**config.mk**
```make
export PLATFORM = sky130hd
export DESIGN_NAME = ha_array_accumulator
export DESIGN_NICKNAME = d
export VERILOG_FILES = /design/src/rtl/ha_array_pkg.sv /design/src/rtl/ha_row_align.sv /design/src/rtl/ha_array_accumulator.sv
export SDC_FILE = /design/constraint.sdc
export NUM_CORES = 1
export LEC_CHECK = 0
export BUFFER_PORTS_ARGS = -buffer_cell sky130_fd_sc_hd__buf_2
export CORE_MARGIN = 2
export CORE_UTILIZATION = 55
export CTS_BUF_LIST = sky130_fd_sc_hd__clkbuf_4
export CTS_CLUSTER_SIZE = 16
export DETAILED_ROUTE_END_ITERATION = 7
export PLACE_DENSITY = 0.79
export SLEW_MARGIN = 10
export SYNTH_ARGS = -nofsm -noshare
export SYNTH_HDL_FRONTEND = slang
export SYNTH_SLANG_ARGS = --single-unit
```
**constraint.sdc**
```tcl
create_clock -name clk -period 6.3 [get_ports clk]
set_input_delay 0.63 -clock clk [delete_from_list [all_inputs] [get_ports clk]]
set_output_delay 0.63 -clock clk [all_outputs]
set_load 0.1 [all_outputs]
```
**src/rtl/ha_array_pkg.sv**
```systemverilog
// ha_array_pkg: shared defaults, b-vector offset and FSM state type for the ha_array accumulator
package ha_array_pkg;
  localparam int DEF_NUM_ROWS = 4;
  localparam int DEF_T_W = 9;
  localparam int DEF_B_W = 7;
  localparam int DEF_ROW_SHIFT = 2;
  localparam int DEF_P_W = 16;
  localparam int B_OFF = 2;
  typedef enum logic [1:0] {IDLE, ACCUM, DONE} state_t;
endpackage

```
**src/rtl/ha_row_align.sv**
```systemverilog
// ha_row_align: weights one ha_array row, term = (t + (b << B_OFF)) << (ROW_SHIFT*row), P_W+1 bits
module ha_row_align
  import ha_array_pkg::*;
#(
  parameter int NUM_ROWS = DEF_NUM_ROWS,
  parameter int T_W = DEF_T_W,
  parameter int B_W = DEF_B_W,
  parameter int ROW_SHIFT = DEF_ROW_SHIFT,
  parameter int P_W = DEF_P_W
) (
  input  logic [$clog2(NUM_ROWS)-1:0] row,
  input  logic [T_W-1:0]              t,
  input  logic [B_W-1:0]              b,
  output logic [P_W:0]                term
);
  logic [P_W:0] t_ext, b_ext;
  assign t_ext = (P_W + 1)'(t);
  assign b_ext = (P_W + 1)'(b);
  assign term = (t_ext + (b_ext << B_OFF)) << (ROW_SHIFT * row);
endmodule

```
**src/rtl/ha_array_accumulator.sv**
```systemverilog
// ha_array_accumulator: iteratively sums ha_array rows (one per cycle) into a product with overflow flag
module ha_array_accumulator
  import ha_array_pkg::*;
#(
  parameter int NUM_ROWS = DEF_NUM_ROWS,
  parameter int T_W = DEF_T_W,
  parameter int B_W = DEF_B_W,
  parameter int ROW_SHIFT = DEF_ROW_SHIFT,
  parameter int P_W = DEF_P_W
) (
  input  logic                    clk,
  input  logic                    rst,
  input  logic                    in_valid,
  output logic                    in_ready,
  input  logic [NUM_ROWS*T_W-1:0] in_t,
  input  logic [NUM_ROWS*B_W-1:0] in_b,
  output logic                    out_valid,
  input  logic                    out_ready,
  output logic [P_W-1:0]          out_product,
  output logic                    out_overflow
);
  localparam int CW = $clog2(NUM_ROWS);
  state_t state, state_n;
  logic [NUM_ROWS*T_W-1:0] t_q;
  logic [NUM_ROWS*B_W-1:0] b_q;
  logic [P_W:0] acc, term;
  logic [CW-1:0] row_cnt;
  logic last;
  assign last = row_cnt == CW'(NUM_ROWS - 1);
  assign in_ready = state == IDLE;
  assign out_valid = state == DONE;
  assign out_product = acc[P_W-1:0];
  assign out_overflow = acc[P_W];
  ha_row_align #(
    .NUM_ROWS(NUM_ROWS), .T_W(T_W), .B_W(B_W), .ROW_SHIFT(ROW_SHIFT), .P_W(P_W)
  ) u_align (
    .row(row_cnt),
    .t(t_q[row_cnt*T_W +: T_W]),
    .b(b_q[row_cnt*B_W +: B_W]),
    .term(term)
  );
  always_comb begin
    state_n = state;
    if (state == IDLE && in_valid) state_n = ACCUM;
    else if (state == ACCUM && last) state_n = DONE;
    else if (state == DONE && out_ready) state_n = IDLE;
  end
  always_ff @(posedge clk or posedge rst) begin
    if (rst) begin
      state <= IDLE;
      t_q <= '0;
      b_q <= '0;
      acc <= '0;
      row_cnt <= '0;
    end else begin
      state <= state_n;
      if (in_valid && in_ready) begin
        t_q <= in_t;
        b_q <= in_b;
        acc <= '0;
        row_cnt <= '0;
      end else if (state == ACCUM) begin
        acc <= acc + term;
        row_cnt <= row_cnt + 1'b1;
      end
    end
  end
endmodule

```
==> flow_summary.ini <==
[synthesis]
syn_inst = 566
synth_top_area_frac = 0.431
syn_nets = 660
ys_seq_elements = 85
synth_flop_cell = dfrtp_1
synth_top_area_cell = dfrtp_1
ys_types = 57
avgSynthCellArea_um2 = 8.72
seq_area_frac_synth = 0.431
async_flop_share = 1.00
synth_area_leaders = dfrtp_1, nand2_1, mux4_2
synth_edf_count = 0
ys_warn_count = 0
synth_area_um2 = 4940

[detailed_routing]
drt-vias-per-instance = 5.63
remaining_drc_errors = 0
drtIter0Drc = 240
drt-pass1-iter-count = 5
drt_wl_total_mm = 11.6
wl_per_cell_um = 15.4
ant_nets = 0
vias = 4233

[worst_setup_path]
reg2reg_slack_ns = 1.54
end_kind = flop
slowest_delay_ns = 0.60
crit_path_start = row_cnt[0]
critPathKind = flop to flop
required_ns = 6.63
critPathLaunchType = flop
critical_path.max_fanout = 28
cp_slowest_cell = dfrtp_1
cp_cell_sequence = buf_4, mux4_2, fa_1, a21o_1, a21oi_1, nor2_1, a21o_1, a221o_1, o21ai_1, ha_1, and3_1, nand2b_1, o221ai_2, a21oi_1, mux2_1, o311ai_1
path_buf_inv = 1
crit_family = compound AO/OA/AOI/OAI gates
arrival_ns = 5.09
rr_startpoint = row_cnt[0]

[clock_tree]
root_buffer = clkbuf_4
cts_tree = yes
clockBufferDepth = 2
cts.htree.levels = 3
clkTransAtPathRegs_ns = 0.15
clock_latency_ns = 0.45
hold_buffers = 0
cts_sinks = 85
cts_setup_buffers = 0
cts-buffers-inserted = 9
cts_resized = 0

[sta]
max_slew_margin = 0.225
slew_viol_final = 0
finalSetupViolations = 0
hold_viol_final = 0
whs_ns = 0.343
tns_ns = 0
min_period_over_period = 0.756
tightest_slew_ns = 1.16
min_period_ns = 4.76
fin_worst_skew_ns = 0.0226
rsz0062_at_grt = false
max_freq_mhz = 210

[layout]
area_delta_synth_final_pct = 12.5
n_antenna_cell = 0
final_cell_mix = nand2_1, buf_2, dfrtp_1
layout_commonest_cell = nand2_1
drive_gt1_frac = 0.211
fin_nets = 734

[die]
rows = 34
die_w_um = 98.7
initial_core_util = 0.566
dieArea_um2 = 9750
core_region_area_um2 = 8720
pin_count = 87
die_h_um = 98.7

[place]
port_buffers = 86
dp_hpwl_mm = 8.47
gp_congestion = 0.888

[global_route]
grt_max_degree = 86
grt_usage = 0.249
grt_pass1_vias = 4171
grt_antenna_before_repair = 0
grt_remaining_overflow = 0
grt_pass1_wl_mm = 19.5

[run]
maxCapViolCount = 0

[hold_path]
worstHoldPathType = primary input to flop
min_from = out_ready

[status]
outcome = finished, final reports clean
registers in the layout (all words and copies together) (netlist names):
signal / flops
row_cnt: 2
b_q: 28
t_q: 36
acc: 17
state: 2
cells by family after synthesis:
group	count (synthesis)	share of synthesized area
AO/OA/AOI/OAI	102	0.139
buffers and inverters	39	0.0350
XOR/XNOR	15	0.0266
adder cells (fa/ha/maj)	26	0.0689
multiplexers	17	0.0702
flip-flops	85	0.431
AND/OR/NAND/NOR	282	0.229
synth_stat cells (all sizes together) (2+ instances only):
| cell | count |
|---|---|
| o311ai | 2 |
| buf | 17 |
| nand3 | 19 |
| o22ai | 4 |
| and2 | 2 |
| nand2 | 221 |
| dfrtp | 85 |
| o21a | 4 |
| mux4 | 14 |
| ha | 24 |
| and3 | 5 |
| mux2i | 2 |
| a21o | 8 |
| o211ai | 3 |
| clkbuf | 12 |
| a211oi | 3 |
| o221ai | 3 |
| o21bai | 2 |
| xnor2 | 8 |
| o21ai | 29 |
| o31a | 2 |
| a31oi | 2 |
| o31ai | 3 |
| xor2 | 7 |
| a21oi | 27 |
| nand2b | 2 |
| nor2 | 26 |
| fa | 2 |
| inv | 9 |
final cells by class:
type                       instances  area (um^2)
fill                             744         3160
multi-input combinational        442         2640
sequential                        85         2130
timing repair buffer              92          475
tap                              108          135
clock inverter                     6         70.1
clock buffer                       9         67.6
inverter                          10         38.8
worst paths after layout:
| kind | end | depth (start not counted) |
|---|---|---|
| worst max-delay path | acc[14] | 16 |
| worst min-delay path | state[1] | 2 |
| worst max register to register | acc[14] | 16 |
| worst min register to register | t_q[13] | 2 |
| max in group asynchronous | acc[11] | 3 |
| min in group asynchronous | acc[12] | 3 |
through the flow:
stage | std cells | instance area, um^2 | setup WS, ns | utilization
floorplan | 566 | 4940 | 1.96 | -
global placement | 737 | 5420 | 1.63 | 0.621
detailed placement | 737 | 5420 | 1.54 | 0.621
CTS | 752 | 5560 | 1.51 | 0.637
global route | 752 | 5560 | 1.17 | 0.637
finish | 752 | 5560 | 1.54 | 0.637
per-layer routing:
layer,vias to the layer above,global-route usage,share of wire
met5,-,0,0
met4,0,0.0896,0.021
met3,27,0.0397,0.042
met2,129,0.416,0.50
met1,2007,0.329,0.44
li1,2070,-,-
Power is not shown: default switching activity piles up to over one toggle a cycle in this logic, so the estimate is an artifact.
